===== config.mk =====
export PLATFORM = sky130hd
export DESIGN_NAME = fifo_to_tx_flat
export DESIGN_NICKNAME = d
export VERILOG_FILES = /design/src/rtl/fifo_to_tx_if.sv /design/src/rtl/fifo_to_tx.sv /design/src/flat_wrapper.sv
export SDC_FILE = /design/constraint.sdc
export NUM_CORES = 1
export LEC_CHECK = 0
export ABC_AREA = 1
export ABC_CLOCK_PERIOD_IN_PS = 4200
export CAP_MARGIN = 20
export CORE_AREA = 2 2 595 597
export DETAILED_ROUTE_END_ITERATION = 6
export DIE_AREA = 0 0 597 599
export GPL_TIMING_DRIVEN = 0
export MAX_ROUTING_LAYER = met4
export SLEW_MARGIN = 20
export SYNTH_ARGS = -nofsm -noshare
export SYNTH_HDL_FRONTEND = slang
export SYNTH_SLANG_ARGS = --single-unit
export TNS_END_PERCENT = 50

===== constraint.sdc =====
create_clock -name clk -period 4.2 [get_ports clk]
set_clock_uncertainty 0.15 [all_clocks]
set_input_delay 0.42 -clock clk [delete_from_list [all_inputs] [get_ports clk]]
set_output_delay 0.42 -clock clk [all_outputs]
set_load 0.05 [all_outputs]

===== src/rtl/fifo_to_tx_if.sv =====
// fifo_to_tx_if: CCI-P Tx types plus the FIFO-side / host-side bundle of the Tx drain stage
package ccip_pkg;
    typedef enum logic [1:0] {eCL_LEN_1 = 2'b00, eCL_LEN_2 = 2'b01, eCL_LEN_4 = 2'b11} t_ccip_clLen;
    typedef struct packed {
        t_ccip_clLen cl_len;
        logic [3:0] req_type;
        logic [41:0] address;
        logic [15:0] mdata;
    } t_ccip_c0_ReqMemHdr;
    typedef struct packed {
        logic sop;
        t_ccip_clLen cl_len;
        logic [3:0] req_type;
        logic [41:0] address;
        logic [15:0] mdata;
    } t_ccip_c1_ReqMemHdr;
    typedef struct packed {
        logic [8:0] tid;
    } t_ccip_c2_RspMmioHdr;
    typedef struct packed {
        t_ccip_c0_ReqMemHdr hdr;
        logic valid;
    } t_if_ccip_c0_Tx;
    typedef struct packed {
        t_ccip_c1_ReqMemHdr hdr;
        logic [511:0] data;
        logic valid;
    } t_if_ccip_c1_Tx;
    typedef struct packed {
        t_ccip_c2_RspMmioHdr hdr;
        logic [63:0] data;
        logic valid;
    } t_if_ccip_c2_Tx;
    typedef struct packed {
        t_if_ccip_c0_Tx c0;
        t_if_ccip_c1_Tx c1;
        t_if_ccip_c2_Tx c2;
    } t_if_ccip_Tx;
endpackage

interface fifo_to_tx_if #(parameter int CNT_WIDTH = 32);
    import ccip_pkg::*;
    t_if_ccip_c0_Tx in_fifo_c0_first;
    logic in_fifo_c0_notEmpty;
    logic out_fifo_c0_deq_en;
    t_if_ccip_c1_Tx in_fifo_c1_first;
    logic in_fifo_c1_notEmpty;
    logic out_fifo_c1_deq_en;
    t_if_ccip_c2_Tx in_fifo_c2_first;
    logic in_fifo_c2_notEmpty;
    logic out_fifo_c2_deq_en;
    logic c0TxAlmFull;
    logic c1TxAlmFull;
    t_if_ccip_Tx host_TxPort;
    logic [CNT_WIDTH-1:0] cnt_c0;
    logic [CNT_WIDTH-1:0] cnt_c1;
    logic [CNT_WIDTH-1:0] cnt_c2;
    modport master (
        input in_fifo_c0_first, in_fifo_c0_notEmpty, in_fifo_c1_first, in_fifo_c1_notEmpty,
        input in_fifo_c2_first, in_fifo_c2_notEmpty, c0TxAlmFull, c1TxAlmFull,
        output out_fifo_c0_deq_en, out_fifo_c1_deq_en, out_fifo_c2_deq_en,
        output host_TxPort, cnt_c0, cnt_c1, cnt_c2
    );
    modport slave (
        output in_fifo_c0_first, in_fifo_c0_notEmpty, in_fifo_c1_first, in_fifo_c1_notEmpty,
        output in_fifo_c2_first, in_fifo_c2_notEmpty, c0TxAlmFull, c1TxAlmFull,
        input out_fifo_c0_deq_en, out_fifo_c1_deq_en, out_fifo_c2_deq_en,
        input host_TxPort, cnt_c0, cnt_c1, cnt_c2
    );
endinterface


===== src/rtl/fifo_to_tx.sv =====
// fifo_to_tx: drains c0/c1/c2 Tx FIFOs onto a registered CCI-P Tx port, keeping c1 bursts contiguous
module fifo_to_tx
    import ccip_pkg::*;
#(
    parameter int CNT_WIDTH = 32
) (
    input logic clk,
    input logic reset,
    fifo_to_tx_if.master bus
);
    typedef enum logic {IDLE, BURST} state_t;
    state_t state;
    logic [1:0] remaining;
    logic [CNT_WIDTH-1:0] cnt0, cnt1, cnt2;
    t_if_ccip_Tx tx;
    t_if_ccip_c0_Tx c0_beat;
    t_if_ccip_c1_Tx c1_beat;
    t_if_ccip_c2_Tx c2_beat;
    logic deq0, deq1, deq2, starts_burst;
    // once a packet has started, its remaining beats ignore almost-full so it is never split
    assign deq0 = ~reset & bus.in_fifo_c0_notEmpty & ~bus.c0TxAlmFull;
    assign deq1 = ~reset & bus.in_fifo_c1_notEmpty & (state == BURST | ~bus.c1TxAlmFull);
    assign deq2 = ~reset & bus.in_fifo_c2_notEmpty;
    assign starts_burst = bus.in_fifo_c1_first.hdr.sop & (bus.in_fifo_c1_first.hdr.cl_len != eCL_LEN_1);
    always_comb begin
        c0_beat = bus.in_fifo_c0_first;
        c0_beat.valid = 1'b1;
        c1_beat = bus.in_fifo_c1_first;
        c1_beat.valid = 1'b1;
        c2_beat = bus.in_fifo_c2_first;
        c2_beat.valid = 1'b1;
    end
    always_ff @(posedge clk) begin
        if (reset) begin
            tx <= '0;
            state <= IDLE;
            remaining <= '0;
            cnt0 <= '0;
            cnt1 <= '0;
            cnt2 <= '0;
        end else begin
            tx.c0 <= deq0 ? c0_beat : '0;
            tx.c1 <= deq1 ? c1_beat : '0;
            tx.c2 <= deq2 ? c2_beat : '0;
            cnt0 <= cnt0 + CNT_WIDTH'(deq0);
            cnt1 <= cnt1 + CNT_WIDTH'(deq1);
            cnt2 <= cnt2 + CNT_WIDTH'(deq2);
            if (deq1 && state == IDLE && starts_burst) begin
                state <= BURST;
                remaining <= bus.in_fifo_c1_first.hdr.cl_len;
            end else if (deq1 && state == BURST) begin
                remaining <= remaining - 2'd1;
                if (remaining == 2'd1) state <= IDLE;
            end
        end
    end
    assign bus.out_fifo_c0_deq_en = deq0;
    assign bus.out_fifo_c1_deq_en = deq1;
    assign bus.out_fifo_c2_deq_en = deq2;
    assign bus.host_TxPort = tx;
    assign bus.cnt_c0 = cnt0;
    assign bus.cnt_c1 = cnt1;
    assign bus.cnt_c2 = cnt2;
endmodule


===== src/flat_wrapper.sv =====
// flat-port wrapper written by rule: the top's interface ports become plain ports
module fifo_to_tx_flat import ccip_pkg::*;
#(
    parameter int CNT_WIDTH = 32
)
  (clk, reset, bus_in_fifo_c0_first, bus_in_fifo_c0_notEmpty, bus_in_fifo_c1_first, bus_in_fifo_c1_notEmpty, bus_in_fifo_c2_first, bus_in_fifo_c2_notEmpty, bus_c0TxAlmFull, bus_c1TxAlmFull, bus_out_fifo_c0_deq_en, bus_out_fifo_c1_deq_en, bus_out_fifo_c2_deq_en, bus_host_TxPort, bus_cnt_c0, bus_cnt_c1, bus_cnt_c2);
  fifo_to_tx_if #(.CNT_WIDTH(CNT_WIDTH)) bus_i ();
  input logic clk;
  input logic reset;
  input wire logic [$bits(bus_i.in_fifo_c0_first)-1:0] bus_in_fifo_c0_first;
  input wire logic [$bits(bus_i.in_fifo_c0_notEmpty)-1:0] bus_in_fifo_c0_notEmpty;
  input wire logic [$bits(bus_i.in_fifo_c1_first)-1:0] bus_in_fifo_c1_first;
  input wire logic [$bits(bus_i.in_fifo_c1_notEmpty)-1:0] bus_in_fifo_c1_notEmpty;
  input wire logic [$bits(bus_i.in_fifo_c2_first)-1:0] bus_in_fifo_c2_first;
  input wire logic [$bits(bus_i.in_fifo_c2_notEmpty)-1:0] bus_in_fifo_c2_notEmpty;
  input wire logic [$bits(bus_i.c0TxAlmFull)-1:0] bus_c0TxAlmFull;
  input wire logic [$bits(bus_i.c1TxAlmFull)-1:0] bus_c1TxAlmFull;
  output wire logic [$bits(bus_i.out_fifo_c0_deq_en)-1:0] bus_out_fifo_c0_deq_en;
  output wire logic [$bits(bus_i.out_fifo_c1_deq_en)-1:0] bus_out_fifo_c1_deq_en;
  output wire logic [$bits(bus_i.out_fifo_c2_deq_en)-1:0] bus_out_fifo_c2_deq_en;
  output wire logic [$bits(bus_i.host_TxPort)-1:0] bus_host_TxPort;
  output wire logic [$bits(bus_i.cnt_c0)-1:0] bus_cnt_c0;
  output wire logic [$bits(bus_i.cnt_c1)-1:0] bus_cnt_c1;
  output wire logic [$bits(bus_i.cnt_c2)-1:0] bus_cnt_c2;
  assign bus_i.in_fifo_c0_first = bus_in_fifo_c0_first;
  assign bus_i.in_fifo_c0_notEmpty = bus_in_fifo_c0_notEmpty;
  assign bus_i.in_fifo_c1_first = bus_in_fifo_c1_first;
  assign bus_i.in_fifo_c1_notEmpty = bus_in_fifo_c1_notEmpty;
  assign bus_i.in_fifo_c2_first = bus_in_fifo_c2_first;
  assign bus_i.in_fifo_c2_notEmpty = bus_in_fifo_c2_notEmpty;
  assign bus_i.c0TxAlmFull = bus_c0TxAlmFull;
  assign bus_i.c1TxAlmFull = bus_c1TxAlmFull;
  assign bus_out_fifo_c0_deq_en = bus_i.out_fifo_c0_deq_en;
  assign bus_out_fifo_c1_deq_en = bus_i.out_fifo_c1_deq_en;
  assign bus_out_fifo_c2_deq_en = bus_i.out_fifo_c2_deq_en;
  assign bus_host_TxPort = bus_i.host_TxPort;
  assign bus_cnt_c0 = bus_i.cnt_c0;
  assign bus_cnt_c1 = bus_i.cnt_c1;
  assign bus_cnt_c2 = bus_i.cnt_c2;
  fifo_to_tx #(.CNT_WIDTH(CNT_WIDTH)) u_core (.clk(clk), .reset(reset), .bus(bus_i));
endmodule

==> results.cfg, run 1 <==
[logic_synthesis]
synth_seq_cells = 816
ys.warnings.count = 0
netlist_instances = 3069
synth_edf_count = 0
avgSynthCellArea_um2 = 8.93
synth_top_area_share_pct = 59.6
syn-num-nets = 3800
ys.flop_type = dfxtp_1
yosys.area.top_type = dfxtp_1
netlist_area_um2 = 27400
synth_common_cells = 825 x inv_1, 816 x dfxtp_1, 485 x nor2_1
ys_seq_area_share_pct = 59.6
synthTopCellsByArea = dfxtp_1 60%, inv_1 11%, nor2_1 6.6%
async_flop_share_pct = 0
synth_most_common_cell = inv_1
ys_types = 28

[floorplanning]
die_y_um = 599
dieArea_um2 = 358000
fp.dieW_um = 597
ios = 1540
fp.coreArea_um2 = 351000
rows = 218
start_util_pct = 7.80

[placement]
dp_slack_ns = 0.257
placed_cell_area_um2 = 48400
hpwl_mm = 283
numPortBuffers = 1536
place.gp.congestion = 0.963

[sta]
slew_headroom_pct = 21.7
finalCritPeriodShare_pct = 94.1
period_minus_slack_ns = 3.95
timing.fmax_mhz = 253
setup_ws_ns = 0.247
rsz0062_at_grt = false
finalHoldViolations = 0
setup_viol = 0
worstMarginPinSlew_ns = 1.17
drv_slew = 0

[final_layout]
final_nets = 6103
regArea_um2 = 16300
multiInputGateArea_um2 = 7150
fin_util_pct = 17.0
syn_to_final_growth_pct = 117
fillers = 39268
drive_gt1_share_pct = 13.6
finalInstanceArea_um2 = 59600

[grt]
antenna_found_initial = 372
grt_pass1_vias = 28680
overflow = 0
grt_max_degree = 18
grt_pass1_wl_mm = 371
grt_usage_pct = 17.3

[setup_path]
crit_type = in2out
start_kind = input pin
end_kind = output pin
crit_top_cell = clkdlybuf4s50_1
crit_slowest_cell = clkdlybuf4s50_1
cp_slowest_stage_delay_ns = 1.16
worst_ep_arrival_time_ns = 3.38
cp_max_fo = 3
worstPathRequired_ns = 3.63
critical_path.cell_chain = dlygate4sd3_1 > clkdlybuf4s50_1 > inv_1 > nor3_2 > clkdlybuf4s50_1

[power]
p_switching_w = 0.00650
switching_share_pct = 29.0
clockPowerShare_pct = 48.1
p_leak_nw = 23.9
power.internal_w = 0.0159
ir_worst_vdd_uv = 327
comb_power_share_pct = 16.1
power.density_nw_per_um2 = 376
seq_power_share_pct = 35.8

[clocking]
cts_made_buffers = 115
cts_tree = done
path_clk_slew_ns = 0.06
cts_resized = 0
clock_latency_ns = 0.84
clock_tree.buffer_depth = 4
clock_sinks = 816
cts_max_level = 3
root_buffer = clkbuf_16

[routing]
postRouteAntennaNets = 0
vias = 28997
drc_errors = 0
viasPerCell = 2.81
dr.pass1.iters = 5
wl_per_cell_um = 30.3
drt_iter0_markers = 1439
routed_wl_mm = 312

[run]
cap_violations = 0

[worst_hold_path]
hp-class = in2reg

[outcome]
status = complete, no violations
-- per-stage QoR --
step                      hold WS (ns)  setup TNS (ns)  total power, W  std cells
final                           0.0547               0          0.0224      10312
after global routing            0.0157               0          0.0232      10293
after CTS                     0.000641               0          0.0229      10085
after detailed placement         0.325               0          0.0111       9225
after global placement           0.319           -4.95          0.0111       9225
after floorplan                  0.347               0         0.00939       3069
-- final timing paths --
kind,start,to,slack [ns],cells after the start
hold / removal,bus_in_fifo_c1_first[517],u_core.bus.host_TxPort[591],0.05,3
setup reg to reg,u_core.state,u_core.bus.cnt_c1[22],1.21,15
setup / recovery,bus_in_fifo_c0_notEmpty,bus_out_fifo_c0_deq_en,0.25,5
hold reg to reg,u_core.bus.cnt_c1[31],u_core.bus.cnt_c1[31],0.34,2
-- sequential cells by signal, summed over array words and instances, names as in the netlist --
name / count
u_core.bus.host_TxPort: 717
u_core.bus.cnt_c2: 32
u_core.bus.cnt_c1: 32
u_core.state: 1
u_core.bus.cnt_c0: 32
u_core.remaining: 2
-- power by group through the flow --
| stage | clock, W | combinational [W] | sequential [W] |
|---|---|---|---|
| finish | 0.0108 | 0.00361 | 0.00802 |
| global route | 0.0114 | 0.00378 | 0.00803 |
| CTS | 0.0112 | 0.00370 | 0.00802 |
| detailed placement | 0 | 0.00289 | 0.00819 |
| global placement | 0 | 0.00289 | 0.00818 |
| floorplan | 0 | 0.000483 | 0.00891 |
-- cells by family after synthesis --
family | Yosys count | synth area share [%]
adder cells (fa/ha/maj) | 7 | 0.319
buffers and inverters | 917 | 14.3
XOR/XNOR | 13 | 0.415
flip-flops | 816 | 59.6
AO/OA/AOI/OAI | 100 | 1.89
AND/OR/NAND/NOR | 1216 | 23.5
-- critical path, delay by kind of cell --
family                 cells  cell delay [ns]
and+or+nand+nor            1             0.61
buffers and inverters      4             2.35
-- cell type report --
class / instances / area share [%]
tap: 4620 / 9.70
inverter: 828 / 5.21
timing repair buffer: 2186 / 36.4
sequential: 816 / 27.4
buffer: 89 / 1.39
clock buffer: 139 / 5.29
multi-input combinational: 1336 / 12.0
clock inverter: 71 / 1.61
antenna: 227 / 0.953
-- repair_timing --
action / CTS / global route
hold buffers: 650 / 0
setup buffers: 0 / 0
endpoints found under the hold margin: 649 / 0
setup endpoints to repair: 0 / 0
-- cell usage in the layout, fill, tap and decap left out, types with 14 or more instances in the layout --
cell type | synthesis | layout
inv_1 | 825 | 825
dlygate4sd3_1 | 0 | 650
nor2_1 | 485 | 485
nor2_4 | 141 | 141
nand3_1 | 51 | 51
diode_2 | 0 | 227
o21ai_0 | 27 | 27
nor2_2 | 279 | 279
buf_2 | 28 | 62
dfxtp_1 | 816 | 816
buf_6 | 31 | 31
bufinv_16 | 0 | 18
clkinv_2 | 0 | 18
nand2_1 | 243 | 243
clkbuf_16 | 0 | 117
clkdlybuf4s50_1 | 0 | 1505
clkbuf_8 | 0 | 14
a21oi_1 | 66 | 66
-- metal layers --
metal  up-vias  GRT usage [%]  part of all wire, %
li1      13589              -                    -
met4         0           5.29                  3.7
met5         -              -                    0
met2      1712           26.5                   44
met3       469           10.1                   14
met1     13227           18.8                   38
Note: power is estimated with default switching activity, not from simulation.
==> run 2, diff against run 1 <==
Settings changed: GPL_ROUTABILITY_DRIVEN set to 0.
==> run 2 against run 1 <==
  * Global-route usage barely moved
  * Core utilization increased by 0.10 points
  * Clock power fell by 5%
  * Sequential share of layout area down 0.17 points
  * Register-to-register slack lost 0.12 ns
  * Final cell count grew 0.56%
  * Clock-buffer cell count is 14 higher
  * Non-clock buffer count increased by 48
  * Sequential power hardly changed
==> results.cfg, run 2 (same netlist as run 1, synthesis figures left out) <==
[outcome]
status = complete, no violations

[grt]
grt_pass1_vias = 29376
overflow = 0
grt_pass1_wl_mm = 372
grt_usage_pct = 17.3
antenna_found_initial = 373
grt_max_degree = 17

[setup_path]
worstPathRequired_ns = 3.63
cp.depth = 5
r2r-start = u_core.state
crit_top_cell = clkdlybuf4s50_1
worstReg2RegEnd = u_core.bus.cnt_c1[12]
crit_slowest_cell = clkdlybuf4s50_1
r2r_slack_ns = 1.09
critPathTopFamily = buffers and inverters
timing.critical_path.to = bus_out_fifo_c0_deq_en
r2r_cells = 14
path_buf_inv = 4
critical_path.cell_chain = dlygate4sd3_1 > clkdlybuf4s50_1 > inv_1 > nor3_2 > clkdlybuf4s50_1
crit_type = in2out
cp_slowest_stage_delay_ns = 1.17
cp-startpoint = bus_in_fifo_c0_notEmpty
worst_ep_arrival_time_ns = 3.35
end_kind = output pin
cp_max_fo = 3
start_kind = input pin

[sta]
slew_headroom_pct = 20.6
hold_slack_ns = 0.0633
worstMarginPinSlew_ns = 1.19
setup_viol = 0
finalCritPeriodShare_pct = 93.4
timing.fmax_mhz = 255
finalSetupTns_ns = 0
period_minus_slack_ns = 3.92
finalHoldViolations = 0
drv_slew = 0
rsz0062_at_grt = false

[floorplanning]
rows = 218
dieArea_um2 = 358000
ios = 1540
die_y_um = 599
start_util_pct = 7.80
fp.coreArea_um2 = 351000
fp.dieW_um = 597

[placement]
numPortBuffers = 1536
hpwl_mm = 281

[final_layout]
final_nets = 6150
multiInputGateArea_um2 = 7150
fin_util_pct = 17.1
regArea_um2 = 16300
final_cell_mix = 1508 x clkdlybuf4s50_1, 825 x inv_1, 816 x dfxtp_1
final_common_cell = clkdlybuf4s50_1
syn_to_final_growth_pct = 119
drive_gt1_share_pct = 13.2
largest_register_ffs = 717
fillers = 39050

[power]
seq_power_share_pct = 36.5
p_switching_w = 0.00647
ir_worst_vdd_uv = 335
power.density_nw_per_um2 = 367
switching_share_pct = 29.4
power.internal_w = 0.0155
total_power_w = 0.0220
comb_power_share_pct = 16.7
clockPowerShare_pct = 46.8
p_leak_nw = 24.0

[clocking]
root_buffer = clkbuf_16
cts_tree = done
path_clk_slew_ns = 0.06
clock_tree.buffer_depth = 4
post-cts-setup-buffers = 0
cts_max_level = 3
clock_sinks = 816
cts_made_buffers = 114
clock_latency_ns = 0.84
cts_resized = 0
holdBufCountCts = 697

[routing]
postRouteAntennaNets = 0
drt_iter0_markers = 1686
viasPerCell = 2.87
drc_errors = 0
vias = 29738
routed_wl_mm = 313
dr.pass1.iters = 6
wl_per_cell_um = 30.2

[run]
cap_violations = 0

[worst_hold_path]
hp-class = in2reg
[run 2: cell types whose count changed in the layout (fill, tap and decap cells not counted), moves of 3 or more]
cell | before | now
clkinv_2 | 18 | 6
dlygate4sd3_1 | 650 | 697
clkdlybuf4s50_1 | 1505 | 1508
bufinv_16 | 18 | 10
clkbuf_8 | 14 | 23
buf_2 | 62 | 59
diode_2 | 227 | 243
clkbuf_1 | 11 | 19
clkbuf_16 | 117 | 114
[run 2: worst min path at each step]
| stage | from | end | cells past startpoint |
|---|---|---|---|
| after global placement | u_core.bus.cnt_c2[31] | u_core.bus.cnt_c2[31] | 2 |
| final | bus_in_fifo_c1_first[281] | u_core.bus.host_TxPort[355] | 3 |
| after CTS | bus_in_fifo_c1_first[88] | u_core.bus.host_TxPort[162] | 3 |
| after global routing | bus_in_fifo_c1_first[281] | u_core.bus.host_TxPort[355] | 3 |
| after detailed placement | u_core.bus.cnt_c1[31] | u_core.bus.cnt_c1[31] | 2 |
| after floorplan | bus_c0TxAlmFull | u_core.bus.host_TxPort[652] | 1 |
[run 2: final cells by class]
type                            instances  area share [%]
Antenna cell                          243            1.01
Buffer                                 89            1.38
Clock buffer                          153            5.38
Clock inverter                         51            1.16
Inverter                              828            5.18
Multi-Input combinational cell       1336            11.9
Sequential cell                       816            27.2
Tap cell                             4620            9.64
Timing Repair Buffer                 2234            37.1
[run 2: stage by stage]
step / setup slack, ns / std cells / cell area, µm²
after floorplan: 1.37 / 3069 / 27400
after global placement: -0.300 / 9225 / 48600
after detailed placement: 0.205 / 9226 / 48500
after CTS: 0.144 / 10127 / 59400
after global routing: 0.140 / 10350 / 59900
final: 0.279 / 10370 / 60000
[run 2: tightest hold or removal path, cell delays in order]
cell             delay (ns)
clkdlybuf4s50_1        0.41
inv_1                  0.10
nor2_2                 0.07
[run 2: routing by layer]
metal  share of wire, %  global-route usage, %  wire (µm)  vias up
li1                   -                      -          -    13710
met1                 38                   18.5     117000    13602
met2                 44                   26.8     138000     1860
met3                 14                   9.92      44400      566
met4                4.1                   5.85      12800        0
met5                  0                      -          0        -
[run 2: power groups by stage]
stage | Sequential, W | Clock [W] | Combinational, W
after detailed placement | 0.00819 | 0 | 0.00288
after global placement | 0.00818 | 0 | 0.00288
final | 0.00802 | 0.0103 | 0.00367
after CTS | 0.00802 | 0.0106 | 0.00374
after floorplan | 0.00891 | 0 | 0.000483
after global routing | 0.00803 | 0.0109 | 0.00383
==> run 3, diff against run 2 <==
Settings changed: ABC_CLOCK_PERIOD_IN_PS 4200 to 3500, CORE_AREA 2 2 595 597 to 2 2 607 609, DIE_AREA 0 0 597 599 to 0 0 609 611, REMOVE_ABC_BUFFERS set to 1.
Clock period 4.2 ns to 3.5 ns, I/O delays scaled along.
==> run 3 against run 2 <==
  * Register-to-register slack lost 0.79 ns
  * Combinational power rose by 16%
  * Hold slack lost 0.0042 ns
  * Setup slack worse by 0.13 ns
  * Critical path type is now in2reg
  * Critical endpoint is now u_core.bus.host_TxPort[235]
  * Highest routed layer unchanged
==> results.cfg, run 3 (same netlist as run 1, synthesis figures left out) <==
[outcome]
status = complete, no violations

[routing]
wl_per_cell_um = 26.0
postRouteAntennaNets = 0
drt_iter0_markers = 1709
viasPerCell = 2.78
dr.pass1.iters = 5
routed_wl_mm = 273
vias = 29265
drc_errors = 0

[grt]
grt_max_degree = 65
overflow = 0
grt_pass1_wl_mm = 330
antenna_found_initial = 332
grt_pass1_vias = 28098
grt_usage_pct = 14.5

[placement]
dp_slack_ns = -0.877
numPortBuffers = 1536
hpwl_mm = 237

[run]
cap_violations = 0

[clocking]
clock_sinks = 816
root_buffer = clkbuf_16
clock_latency_ns = 0.85
cts_max_level = 3
cts_tree = done
cts_made_buffers = 117
clock_tree.buffer_depth = 4
path_clk_slew_ns = 0.06

[power]
power.density_nw_per_um2 = 445
total_power_w = 0.0269
p_leak_nw = 24.0
ir_worst_vdd_uv = 375

[sta]
drv_slew = 0
rsz0062_at_grt = false
slew_headroom_pct = 28.2
hold_slack_ns = 0.0591
finalHoldViolations = 0
period_minus_slack_ns = 3.35
worstMarginPinSlew_ns = 1.07
timing.fmax_mhz = 298
finalCritPeriodShare_pct = 95.8
setup_viol = 0
setup_ws_ns = 0.148

[worst_hold_path]
hp-class = in2reg

[setup_path]
cp_max_fo = 31
worstPathRequired_ns = 4.07
start_kind = input pin
crit_type = in2reg
end_kind = flip-flop
worst_ep_arrival_time_ns = 3.93

[final_layout]
final_nets = 6121
final_cell_mix = 1530 x clkdlybuf4s50_1, 825 x inv_1, 816 x dfxtp_1
drive_gt1_share_pct = 12.1
final_common_cell = clkdlybuf4s50_1
largest_register_ffs = 717
syn_to_final_growth_pct = 121

[floorplanning]
fp.dieW_um = 609
ios = 1540
fp.coreArea_um2 = 365000
dieArea_um2 = 372000
start_util_pct = 7.51
rows = 222
die_y_um = 611
run 3: cell types whose count changed in the layout (fill, tap and decap cells not counted), sizes merged, moves of 6 or more:
cell | before | now
buf | 112 | 32
bufinv | 10 | 16
clkbuf | 159 | 147
clkdlybuf4s50 | 1508 | 1530
clkinv | 15 | 30
diode | 243 | 212
dlygate4sd3 | 697 | 728
run 3: final cells by class:
cell class                      count  area [µm²]
Tap cell                         4816        6030
Clock buffer                      147        3240
Clock inverter                     65         848
Multi-Input combinational cell   1336        7170
Timing Repair Buffer             2291       23300
Antenna cell                      212         531
Fill cell                       40813      304000
Inverter                          828        3120
Sequential cell                   816       16300
run 3: what timing repair did:
action                                  in CTS  in global routing
gates resized for setup                      2                  0
hold buffers                               728                  1
endpoints found under the setup margin       1                 29
hold endpoints to repair                   766                  1
buffers inserted                             0                  2
run 3: final timing paths:
check        slack, ns                     endpoint                  start  cells after the start
max reg2reg       0.30  u_core.bus.host_TxPort[235]           u_core.state                     12
min               0.06  u_core.bus.host_TxPort[651]        bus_c1TxAlmFull                      4
max               0.15  u_core.bus.host_TxPort[235]                  reset                     14
min reg2reg       0.34        u_core.bus.cnt_c2[31]  u_core.bus.cnt_c2[31]                      2
run 3: critical path, stage by stage:
cell	delay, ns
buf_4	0.20
buf_16	0.16
inv_6	0.06
dlygate4sd3_1	0.63
nand3_4	0.13
buf_12	0.22
buf_12	0.25
buf_16	0.28
buf_12	0.26
buf_16	0.25
buf_16	0.25
buf_12	0.28
buf_12	0.28
nor2_2	0.09
run 3: per-layer routing:
| metal | part of all wire (%) | global-route usage (%) | vias up | wire length [µm] |
|---|---|---|---|---|
| li1 | - | - | 13618 | - |
| met4 | 7.3 | 8.43 | 0 | 19800 |
| met1 | 37 | 15.3 | 13236 | 101000 |
| met2 | 43 | 21.6 | 1842 | 117000 |
| met5 | 0 | - | - | 0 |
| met3 | 13 | 7.59 | 569 | 34900 |
run 3: per-stage QoR:
step | utilization [%] | setup TNS, ns | area [µm²] | instances
floorplan | - | -6497.16 | 26600 | 2980
finish | 16.6 | 0 | 60500 | 10511
CTS | 16.4 | 0 | 60000 | 10296
global route | 16.6 | 0 | 60400 | 10480
detailed placement | 13.3 | -74.09 | 48600 | 9356
global placement | 13.2 | - | 48000 | 9332
run 3: where the power goes:
| part | switching, W | internal, W |
|---|---|---|
| logic | 0.00240 | 0.00184 |
| registers | 0.0000841 | 0.00954 |
| clock network | 0.00530 | 0.00774 |
| total | 0.00779 | 0.0191 |
